## src/rtl/dbg_pkg.sv

```systemverilog
// Shared states, stream tags and halt causes for the run/halt/dump controller.
package dbg_pkg;
  typedef enum logic [2:0] {
    S_IDLE,
    S_RUN,
    S_DUMP_REG,
    S_DUMP_MEM,
    S_END,
    S_DONE
  } state_e;

  localparam logic [1:0] TAG_PC  = 2'd0;
  localparam logic [1:0] TAG_REG = 2'd1;
  localparam logic [1:0] TAG_MEM = 2'd2;
  localparam logic [1:0] TAG_END = 2'd3;

  localparam logic [1:0] CAUSE_NONE      = 2'd0;
  localparam logic [1:0] CAUSE_ZERO_INST = 2'd1;
  localparam logic [1:0] CAUSE_TIMEOUT   = 2'd2;
endpackage

```

## src/rtl/stream_out_reg.sv

```systemverilog
// Single-entry valid/ready output stage: a record refused by the consumer is
// captured and replayed unchanged until accepted; fire marks each handshake.
module stream_out_reg #(
  parameter int DATA_W = 32
) (
  input  logic              clk,
  input  logic              reset,
  input  logic              in_valid,
  input  logic [1:0]        in_tag,
  input  logic [DATA_W-1:0] in_data,
  input  logic              out_ready,
  output logic              out_valid,
  output logic [1:0]        out_tag,
  output logic [DATA_W-1:0] out_data,
  output logic              fire
);
  logic              held;
  logic [1:0]        h_tag;
  logic [DATA_W-1:0] h_data;

  always_ff @(posedge clk or negedge reset) begin
    if (!reset) begin
      held   <= 1'b0;
      h_tag  <= 2'd0;
      h_data <= '0;
    end else if (out_ready) begin
      held <= 1'b0;
    end else if (in_valid && !held) begin
      held   <= 1'b1;
      h_tag  <= in_tag;
      h_data <= in_data;
    end
  end

  // Idle outputs read as zero so the stream is quiet outside a record.
  assign out_valid = held | in_valid;
  assign out_tag   = held ? h_tag  : (in_valid ? in_tag  : 2'd0);
  assign out_data  = held ? h_data : (in_valid ? in_data : '0);
  assign fire      = out_valid & out_ready;
endmodule

```

## src/rtl/halt_dump_controller.sv

```systemverilog
// Runs the CPU with an optional PC trace, halts on a zero instruction or
// timeout, then streams the register file, a memory window and an END record.
module halt_dump_controller
  import dbg_pkg::*;
#(
  parameter int                ADDR_W     = 32,
  parameter int                DATA_W     = 32,
  parameter int                NUM_REGS   = 32,
  parameter logic [ADDR_W-1:0] MEM_BASE   = 'h4000,
  parameter int                MEM_WORDS  = 4,
  parameter int                MAX_CYCLES = 64,
  parameter bit                TRACE_EN   = 1'b1
) (
  input  logic              clk,
  input  logic              reset,
  input  logic              start,
  input  logic [ADDR_W-1:0] pc,
  input  logic [DATA_W-1:0] inst,
  output logic              cpu_stall,
  output logic [4:0]        rf_raddr,
  input  logic [DATA_W-1:0] rf_rdata,
  output logic [ADDR_W-1:0] mem_raddr,
  input  logic [DATA_W-1:0] mem_rdata,
  output logic              out_valid,
  input  logic              out_ready,
  output logic [1:0]        out_tag,
  output logic [DATA_W-1:0] out_data,
  output logic [1:0]        halt_cause,
  output logic              busy,
  output logic              done
);
  localparam logic [4:0]        REG_LAST = 5'(NUM_REGS - 1);
  localparam logic [ADDR_W-1:0] MEM_LAST = MEM_BASE + ADDR_W'(MEM_WORDS) - ADDR_W'(1);
  localparam logic [31:0]       CNT_LAST = 32'(MAX_CYCLES - 1);

  state_e            state, state_nxt;
  logic [31:0]       cnt, cnt_nxt;
  logic [1:0]        cause_nxt;
  logic [4:0]        rf_nxt;
  logic [ADDR_W-1:0] mem_nxt;
  logic              rec_valid, fire, exec;
  logic [1:0]        rec_tag;
  logic [DATA_W-1:0] rec_data;

  always_ff @(posedge clk or negedge reset) begin
    if (!reset) begin
      state      <= S_IDLE;
      cnt        <= '0;
      halt_cause <= CAUSE_NONE;
      rf_raddr   <= '0;
      mem_raddr  <= '0;
    end else begin
      state      <= state_nxt;
      cnt        <= cnt_nxt;
      halt_cause <= cause_nxt;
      rf_raddr   <= rf_nxt;
      mem_raddr  <= mem_nxt;
    end
  end

  // Record source: the rf/mem read index only moves on a handshake, so the
  // combinational read data is stable for as long as the record is offered.
  always_comb begin
    rec_valid = 1'b0;
    rec_tag   = TAG_PC;
    rec_data  = '0;
    unique case (state)
      S_RUN:      begin rec_valid = TRACE_EN; rec_data = DATA_W'(pc); end
      S_DUMP_REG: begin rec_valid = 1'b1; rec_tag = TAG_REG; rec_data = rf_rdata; end
      S_DUMP_MEM: begin rec_valid = 1'b1; rec_tag = TAG_MEM; rec_data = mem_rdata; end
      S_END:      begin rec_valid = 1'b1; rec_tag = TAG_END; rec_data = DATA_W'(halt_cause); end
      default:    ;
    endcase
  end

  always_comb begin
    state_nxt = state;
    cnt_nxt   = cnt;
    cause_nxt = halt_cause;
    rf_nxt    = rf_raddr;
    mem_nxt   = mem_raddr;
    cpu_stall = 1'b1;
    exec      = TRACE_EN ? fire : 1'b1;
    unique case (state)
      S_IDLE, S_DONE: begin
        if (start) begin
          state_nxt = S_RUN;
          cnt_nxt   = '0;
          cause_nxt = CAUSE_NONE;
        end
      end
      S_RUN: begin
        cpu_stall = !exec;
        if (exec) begin
          cnt_nxt = cnt + 32'd1;
          if (inst == '0 || cnt == CNT_LAST) begin
            cause_nxt = (inst == '0) ? CAUSE_ZERO_INST : CAUSE_TIMEOUT;
            state_nxt = S_DUMP_REG;
            rf_nxt    = '0;
          end
        end
      end
      S_DUMP_REG: begin
        if (fire) begin
          if (rf_raddr == REG_LAST) begin
            state_nxt = (MEM_WORDS == 0) ? S_END : S_DUMP_MEM;
            mem_nxt   = MEM_BASE;
          end else begin
            rf_nxt = rf_raddr + 5'd1;
          end
        end
      end
      S_DUMP_MEM: begin
        if (fire) begin
          if (mem_raddr == MEM_LAST) state_nxt = S_END;
          else                       mem_nxt   = mem_raddr + ADDR_W'(1);
        end
      end
      S_END: begin
        if (fire) state_nxt = S_DONE;
      end
      default: state_nxt = S_IDLE;
    endcase
  end

  stream_out_reg #(.DATA_W(DATA_W)) u_out (
    .clk      (clk),
    .reset    (reset),
    .in_valid (rec_valid),
    .in_tag   (rec_tag),
    .in_data  (rec_data),
    .out_ready(out_ready),
    .out_valid(out_valid),
    .out_tag  (out_tag),
    .out_data (out_data),
    .fire     (fire)
  );

  assign busy = (state == S_RUN) || (state == S_DUMP_REG) ||
                (state == S_DUMP_MEM) || (state == S_END);
  assign done = (state == S_DONE);
endmodule

```

## config.mk

```make
export PLATFORM = sky130hd
export DESIGN_NAME = halt_dump_controller
export DESIGN_NICKNAME = d
export VERILOG_FILES = /design/src/rtl/dbg_pkg.sv /design/src/rtl/stream_out_reg.sv /design/src/rtl/halt_dump_controller.sv
export SDC_FILE = /design/constraint.sdc
export NUM_CORES = 1
export LEC_CHECK = 0
export CORE_UTILIZATION = 43
export DETAILED_ROUTE_END_ITERATION = 8
export PLACE_DENSITY_LB_ADDON = 0.12
export SLEW_MARGIN = 0
export SYNTH_ARGS = -nofsm -noshare
export SYNTH_HDL_FRONTEND = slang
export SYNTH_SLANG_ARGS = --single-unit
```

## constraint.sdc

```tcl
create_clock -name clk -period 1.9 [get_ports clk]
set_input_delay 0.38 -clock clk [delete_from_list [all_inputs] [get_ports clk]]
set_output_delay 0.38 -clock clk [all_outputs]
set_load 0.01 [all_outputs]
```

* Word-level counts from Yosys, hierarchy flattened
Index checks and enable logic that the tools add are counted.
Widths: inputs -> output; s select.
** Storage, ports and cells
- Bits in registers :: 109
- Input bits :: 132
- Output and inout port bits :: 77
** Operators by class
- Add/subtract/negate cells :: 3
- Equality and inequality tests :: 18
- Multiplexer cells :: 37
- Bitwise logic cells :: 3
- Reductions and logical operators :: 21
** Operator list (number)
- $mux 32 :: 8
- $pmux 32 s2 :: 2
- $pmux 32 s4 :: 1
- $add 32x1->32 const B :: 2
- $eq 32x15->1 const B :: 1
- $eq 32x6->1 const B :: 1
- $logic_not 32->1 :: 1
- $mux 3 :: 8
- $mux 5 :: 4
- $ne 2x2->1 const B :: 10
- $pmux 3 s5 :: 1
- $mux 2 :: 6
- $pmux 5 s2 :: 1
- $reduce_and 5->1 :: 2
- $reduce_and 8->1 :: 1
- $reduce_bool 2->1 :: 4
- $eq 3x2->1 const B :: 2
- $eq 3x3->1 const B :: 2
- $pmux 2 s3 :: 1
- $add 5x1->5 const B :: 1
- $eq 5x5->1 const B :: 1
- $logic_or 1x1->1 :: 4
- $mux 1 :: 4
- $pmux 2 s2 :: 1
- other kinds (12) :: 13

* Longest topological paths before layout
Gate-level depths: netlist (run 1).
- Word-level depth :: 7
- Mapped depth :: 10
- Mapped depth without buffers :: 8

* By module
A second synthesis (run 1) with hierarchy kept.
** Second synthesis, totals
- Cell total of the unflattened synthesis :: 751
- Area, all modules :: 6789.0 um2
** Modules (own cells, without submodules)
- halt_dump_controller :: instances 1, cells an instance 628, area each 5112.4 um2, sequential area each 1851.8 um2
- stream_out_reg :: instances 1, cells an instance 123, area each 1676.6 um2, sequential area each 875.8 um2

* Least setup slack after synthesis (run 1)
OpenSTA, ideal clock, no wires.
- Path kind :: reg2reg
- Start :: register mem_raddr[0]
- End :: register mem_raddr[6]
- Setup time :: 0.110 ns
- Arrival :: 1.998 ns
- Required time :: 1.790 ns
- Setup slack :: -0.208 ns
- Stages on the path, launching flop included :: 9
- Cell sequence :: dfrtp_1 -> ha_1 -> nor4b_1 -> nand4_2 -> o31ai_4 -> buf_6 -> buf_12 -> o21ai_1 -> o41ai_1
** Between the ends
- Longest elaborated chain between the ends :: 4
- Elaborated cells between the ends (all ways) :: 7
- Those cells by class :: add/sub: 1; eq/ne: 2; mux: 3; reduce/logical: 1
** Ends and longest elaborated chain
- start: declaration :: line halt_dump_controller.sv:22 : output logic [ADDR_W-1:0] mem_raddr,
- start signal: assignment :: line halt_dump_controller.sv:57 : mem_raddr <= mem_nxt;
- $add 32x1->32 :: line halt_dump_controller.sv:116 : else mem_nxt = mem_raddr + ADDR_W'(1);
- $mux 32 :: line halt_dump_controller.sv:115 : if (mem_raddr == MEM_LAST) state_nxt = S_END;
- $mux 32 :: line halt_dump_controller.sv:114 : if (fire) begin
- $pmux 32 s2 :: line halt_dump_controller.sv:84 : unique case (state)
Several ways; a longest one is shown, not always the timed one. The select of a mux whose other input is x is not followed.
A chain may end at the register's enable or synchronous reset.

* Final worst setup path (run 1)
- Start :: register state[1]
- End :: output port out_data[1]
** Between the ends
- Longest elaborated chain between the ends :: 5
- Elaborated cells between the ends (all ways) :: 9
- Those cells by class :: eq/ne: 4; mux: 4; reduce/logical: 1
** Ends and longest elaborated chain
- start: declaration :: line halt_dump_controller.sv:36 : state_e state, state_nxt;
- start signal: assignment :: line halt_dump_controller.sv:53 : state <= state_nxt;
- $eq 3x1->1, or another cell as far along :: line halt_dump_controller.sv:67 : unique case (state)
- $reduce_or 4->1 (no line)
- $mux 1 :: line halt_dump_controller.sv:67
- $mux 32 (*) (2 in series) :: line stream_out_reg.sv:38 : assign out_data = held ? h_data : (in_valid ? in_data : '0);
- end: declaration :: line halt_dump_controller.sv:27 : output logic [DATA_W-1:0] out_data,
Mark *: on every way between the ends. The rest lies on a longest branch, timed or not.

==> impl_metrics.json, run 1 <==
{
  "synth_mux_area_share_pct": 8.875,
  "htree_levels": 3,
  "numClockSinks": 109,
  "hold_path_class": "register to register",
  "tritoncts": "done",
  "synthArstFlopShare_pct": 100.0,
  "synth_cells": 806,
  "ys_top_cells_by_area": "dfrtp_1, o21ai_0, nand2_1",
  "wl_per_cell_microns": 17.80,
  "hold_violations": 0,
  "total_power_w": 0.01366,
  "tns_ps": -22670,
  "synth.top_cell.area_share_pct": 40.48,
  "path_class": "register to output pin",
  "grt_usage_pct": 29.02,
  "wl_microns": 25400,
  "numCtsBuffers": 9,
  "drive_gt1_share_pct": 37.83,
  "synth_common_cells": "nand2_1, o21ai_0, dfrtp_1",
  "synth_compound_area_share_pct": 19.31,
  "synth_top_family_by_area": "simple AND/OR/NAND/NOR gates",
  "synth-xor-area-share_pct": 0.3899,
  "min_path_cells": 2,
  "fill_cells": 999,
  "violations": "negative setup slack",
  "crit_required_ps": 1520,
  "yosysMostFrequentCell": "nand2_1",
  "grt_pass1_vias": 7251,
  "synthAdderAreaFrac_pct": 0.7427,
  "rows": 45,
  "routabilityCongestion": 0.8851,
  "skew_ps": 15.92,
  "drv_slew": 0,
  "yosys_warnings": 0,
  "drtIter0Drc": 513,
  "tightest_slew_ps": 513.5,
  "hold_path_end": "u_out.h_data[3]",
  "synthSimpleGateAreaFrac_pct": 25.58,
  "antenna_found_initial": 0,
  "grt_first_pass_wirelength_microns": 36920,
  "p_leak_nw": 5.751,
  "synthFlopType": "dfrtp_1",
  "min_period_ps": 2353,
  "yosysTopAreaCell": "dfrtp_1",
  "p_per_area_mw_per_mm2": 1128,
  "maxSlewHeadroom_pct": 65.77,
  "multi_input_area_sq_mm": 0.004549,
  "synth.yosys.seq_area_share_pct": 40.48,
  "diodes": 0,
  "cp-start-kind": "register",
  "vias_per_cell": 5.623,
  "avgSynthCellArea_sq_um": 8.361,
  "postRouteAntennaNets": 0,
  "seqCellArea_sq_mm": 0.002734,
  "setup-violations-final": 105,
  "rr_startpoint": "state[1]",
  "die_x_microns": 127.2,
  "portBuffers": 208,
  "grt_max_degree": 33,
  "ctsRootBufferMaster": "clkbuf_16",
  "die_y_microns": 127.2,
  "synth_edf_count": 0,
  "vdd_drop_max_mv": 0.7436,
  "cts_buffer_depth": 2,
  "worstSetupEndpointType": "output pin",
  "worstRegToRegCells": 10,
  "syn2layout_area_growth_pct": 79.80,
  "min_from": "u_out.h_data[3]",
  "io_pins": 209,
  "grt-ovfl-total": 0,
  "netlist_area_sq_mm": 0.006739,
  "syn-num-nets": 942,
  "rsz0062_at_grt": "true",
  "outcome": "finished with violations",
  "arrival_ps": 1970,
  "clk_latency_ps": 370,
  "critPathMaxFanout": 6,
  "hpwl_microns": 15940,
  "maxCapViolations": 0,
  "ys_seq_elements": 109,
  "drt_first_pass_iters": 5,
  "finalCritPeriodShare_pct": 123.8,
  "num_vias": 8024,
  "fmax_mhz": 425.0,
  "fin_ws_ps": -453.0,
  "timing.rr.end": "cnt[16]",
  "drc": 0,
  "die_area_sq_mm": 0.01618,
  "synth.distinct_cells": 59,
  "final_core_util_pct": 79.41,
  "core_area_sq_mm": 0.01526,
  "fin_nets": 1347,
  "start_util_pct": 44.17,
  "r2r_slack_ps": -330,
  "clk_pin_slew_ps": 70,
  "place_ws_ps": -665.7
}
==> stage by stage <==
| step | cells | instance area (sq um) | hold WS (ps) |
|---|---|---|---|
| floorplan | 806 | 6810 | 84.41 |
| global placement | 1328 | 10190 | 342.0 |
| detailed placement | 1328 | 10190 | 345.0 |
| CTS | 1392 | 11230 | 487.9 |
| global route | 1427 | 12120 | 512.7 |
| finish | 1427 | 12120 | 484.2 |
==> flip-flops by register name, indices dropped and copies added (netlist names) <==
| name | flops |
|---|---|
| cnt | 32 |
| halt_cause | 2 |
| mem_raddr | 32 |
| rf_raddr | 5 |
| state | 3 |
| u_out.h_data | 32 |
| u_out.h_tag | 2 |
| u_out.held | 1 |
==> placed cells by master, fill, tap and decap left out, types with 18 or more instances in the layout <==
cell / Yosys / routed
buf_2: 16 / 33
buf_4: 1 / 159
buf_6: 3 / 56
clkdlybuf4s50_1: 0 / 156
dfrtp_1: 109 / 104
mux2i_1: 53 / 53
nand2_1: 178 / 153
nand3_1: 28 / 22
nand4_1: 25 / 25
nor2_1: 26 / 18
o21ai_0: 135 / 35
o21ai_1: 3 / 68
o21ai_2: 6 / 36
==> power by group <==
group | switching [W] | internal [W] | total (W)
Clock | 0.000952 | 0.00104 | 0.00199
Combinational | 0.00417 | 0.00437 | 0.00853
Sequential | 0.000325 | 0.00281 | 0.00314
==> layer usage <==
metal,part of all wire [%],up-vias,GRT usage (%)
met1,41,3882,37.29
met4,2.7,0,8.824
li1,-,3770,-
met2,50,315,50.23
met3,6.1,57,4.690
met5,0,-,0
==> what timing repair did <==
| item | CTS | global route |
|---|---|---|
| setup endpoints to repair | 94 | 144 |
| hold buffers | 1 | 0 |
| gates resized for setup | 347 | 189 |
| pin swaps | 58 | 88 |
| endpoints found under the hold margin | 24 | 0 |
| cloned | 4 | 1 |
| setup buffers | 43 | 37 |
==> critical path, stage by stage, from the launching register on <==
cell and delay (ps):
dfrtp_1 420, buf_12 160, buf_8 100, mux2i_1 200, nor2_1 70, a21oi_1 140
o32ai_2 110, mux2_4 280, buf_6 120
==> cell type report <==
cell class | count | share of cell area [%]
tap | 211 | 2.179
clock buffer | 9 | 1.859
clock inverter | 7 | 0.6609
multi-input combinational | 631 | 37.55
inverter | 18 | 0.6299
sequential | 109 | 22.56
timing repair buffer | 442 | 34.56
==> how the worst max path moves through the flow <==
stage / from / end / slack (ps) / cells past startpoint
global route: state[1] / out_data[1] / -550 / 8
detailed placement: mem_rdata[0] / out_data[0] / -670 / 6
floorplan: state[1] / out_data[8] / -60 / 8
finish: state[1] / out_data[1] / -450 / 8
CTS: state[1] / out_data[0] / -430 / 6
global placement: mem_rdata[0] / out_data[0] / -660 / 6
==> cells by family (layout without fill, tap and decap cells) <==
family | Yosys count | in the layout
buffers and inverters | 66 | 476
DFF | 109 | 109
xor gates and xnor gates | 3 | 3
and+or+nand+nor | 345 | 345
adders and majority gates | 4 | 4
AOI/OAI and AO/OA | 220 | 220
muxes | 59 | 59
Power figures use the tool's default switching activity.
==> run 2: changes to the inputs <==
--- a/config.mk
+++ b/config.mk
@@ -11,4 +11,5 @@
 export SLEW_MARGIN = 0
 export SYNTH_ARGS = -nofsm -noshare
 export SYNTH_HDL_FRONTEND = slang
+export SYNTH_HIERARCHICAL = 1
 export SYNTH_SLANG_ARGS = --single-unit
==> impl_metrics.json, run 2 <==
{
  "fin_nets": 1297,
  "critPathMaxFanout": 8,
  "grt_first_pass_wirelength_microns": 39410,
  "p_per_area_mw_per_mm2": 1022,
  "avgSynthCellArea_sq_um": 9.040,
  "timing.rr.end": "cnt[31]",
  "violations": "negative hold slack, negative setup slack",
  "tightest_slew_ps": 823.9,
  "rsz0062_at_grt": "true",
  "tns_ps": -43010,
  "placed_cells": 1301,
  "drc": 0,
  "numClockSinks": 109,
  "final_cell_mix": "clkdlybuf4s50_1, buf_4, dfrtp_1",
  "yosysTopAreaCell": "dfrtp_1",
  "synthArstFlopShare_pct": 100.0,
  "grt-ovfl-total": 0,
  "fin_ws_ps": -497.1,
  "total_power_w": 0.01233,
  "numCtsBuffers": 9,
  "cts_buffer_depth": 2,
  "synth_common_cells": "dfrtp_1, nor2_1, a21oi_1",
  "maxSlewHeadroom_pct": 44.56,
  "rows": 45,
  "crit_required_ps": 1520,
  "r2r_slack_ps": -480,
  "seqCellArea_sq_mm": 0.002734,
  "routabilityCongestion": 0.9126,
  "yosys_warnings": 6,
  "worstRegToRegCells": 11,
  "min_period_ps": 2397,
  "synth.yosys.seq_area_share_pct": 40.18,
  "synthFlopType": "dfrtp_1",
  "postRouteAntennaNets": 0,
  "wl_per_cell_microns": 19.21,
  "portBuffers": 208,
  "clk_pin_slew_ps": 70,
  "antenna_found_initial": 0,
  "stdcell_count": 1376,
  "die_x_microns": 127.7,
  "drt_first_pass_iters": 5,
  "multi_input_area_sq_mm": 0.004526,
  "grt_usage_pct": 30.75,
  "die_y_microns": 127.7,
  "tritoncts": "done",
  "num_vias": 8063,
  "wl_microns": 26440,
  "drv_slew": 0,
  "synth_edf_count": 0,
  "vdd_drop_max_mv": 0.6341,
  "start_util_pct": 44.33,
  "netlist_area_sq_mm": 0.006789,
  "synth.top_cell.area_share_pct": 40.18,
  "fill_cells": 969,
  "diodes": 0,
  "outcome": "finished with violations",
  "core_area_sq_mm": 0.01531,
  "placed_area_sq_mm": 0.01064,
  "fin_area_sq_mm": 0.01207,
  "p_leak_nw": 5.629,
  "grt_max_degree": 65,
  "ys_seq_elements": 109,
  "htree_levels": 3,
  "maxCapViolations": 0,
  "fmax_mhz": 417.2,
  "hold_violations": 2,
  "syn-num-nets": 887,
  "reg_top3": "cnt (32), mem_raddr (32), u_out/h_data (32)",
  "finalCritPeriodShare_pct": 126.2,
  "drive_gt1_share_pct": 37.77,
  "die_area_sq_mm": 0.01629,
  "skew_ps": 9.505,
  "io_pins": 209,
  "worstSetupEndpointType": "output pin",
  "layout_commonest_cell": "clkdlybuf4s50_1",
  "syn2layout_area_growth_pct": 77.79,
  "hpwl_microns": 16850,
  "hold_slack_ps": -5.304,
  "synth_cells": 751,
  "cp-start-kind": "register",
  "ctsHoldBuffers": 0,
  "clk_latency_ps": 360,
  "ys_top_cells_by_area": "dfrtp_1, mux2i_1, mux2_2",
  "drtIter0Drc": 618,
  "rr_startpoint": "state[1]",
  "setup-violations-final": 137,
  "path_class": "register to output pin",
  "grt_pass1_vias": 7974,
  "arrival_ps": 2020,
  "yosysMostFrequentCell": "dfrtp_1",
  "vias_per_cell": 5.860,
  "ctsRootBufferMaster": "clkbuf_16",
  "synth.distinct_cells": 56,
  "hold_path_class": "input pin to asynchronous set/reset pin"
}
run 2: worst max path at each step:
| stage | to | from |
|---|---|---|
| 4_1_cts | out_data[21] | state[1] |
| 2_1_floorplan | cnt[31] | state[1] |
| 3_3_place_gp | out_data[29] | state[1] |
| 6_report | out_data[16] | state[1] |
| 3_5_place_dp | out_data[22] | state[1] |
| 5_1_grt | cnt[19] | state[1] |
run 2: where the power goes:
part | switching, W | internal (W)
registers | 0.000403 | 0.00286
logic | 0.00318 | 0.00394
clock network | 0.000891 | 0.00106
total | 0.00448 | 0.00786
run 2: critical path: stages (launching register included):
cell             delay [ps]
dfrtp_2                 450
nor2_4                  120
xnor2_2                 130
buf_4                   130
nor2b_4                 170
bufbuf_16               290
a22o_1                  130
clkdlybuf4s15_2         230
run 2: final cells by class:
cell class	count	area share, %
repair buffers	442	34.82
clock buffers	12	2.042
flip-flops and latches	109	22.65
multi-input cells	586	37.49
clock inverters	3	0.3835
well taps	211	2.187
inverters	13	0.4250
run 2: kinds of logic after synthesis:
| kind of cell | after synthesis | share of synthesized area [%] |
|---|---|---|
| buffers and inverters | 57 | 3.667 |
| and+or+nand+nor | 302 | 23.24 |
| xor gates and xnor gates | 16 | 2.064 |
| muxes | 78 | 12.15 |
| adders and majority gates | 4 | 0.7372 |
| DFF | 109 | 40.18 |
| AOI/OAI and AO/OA | 185 | 17.97 |
run 2: through the flow:
| step | hold slack, ps | utilization [%] | setup slack (ps) |
|---|---|---|---|
| final | -5.304 | 78.82 | -497.1 |
| after global routing | 21.80 | 78.82 | -574.7 |
| after CTS | 6.974 | 75.74 | -544.9 |
| after detailed placement | 391.8 | 69.49 | -505.6 |
| after global placement | 396.7 | 69.49 | -461.9 |
| after floorplan | 84.41 | - | -705.6 |
run 2: repair_timing:
item / 4_1_cts / 5_1_grt
buffers inserted: 36 / 23
gates cloned: 7 / 5
pin swaps: 60 / 67
endpoints found under the hold margin: 0 / 0
setup endpoints to repair: 122 / 148
resized for setup: 244 / 92
run 2: routing by layer:
metal	share of wire (%)	GRT usage, %	routed length (microns)	vias up
met5	0	0	0	-
met4	2.7	11.49	707	0
met3	6.0	5.968	1592	59
met2	51	52.84	13510	352
met1	40	38.34	10630	4014
li1	-	-	-	3638
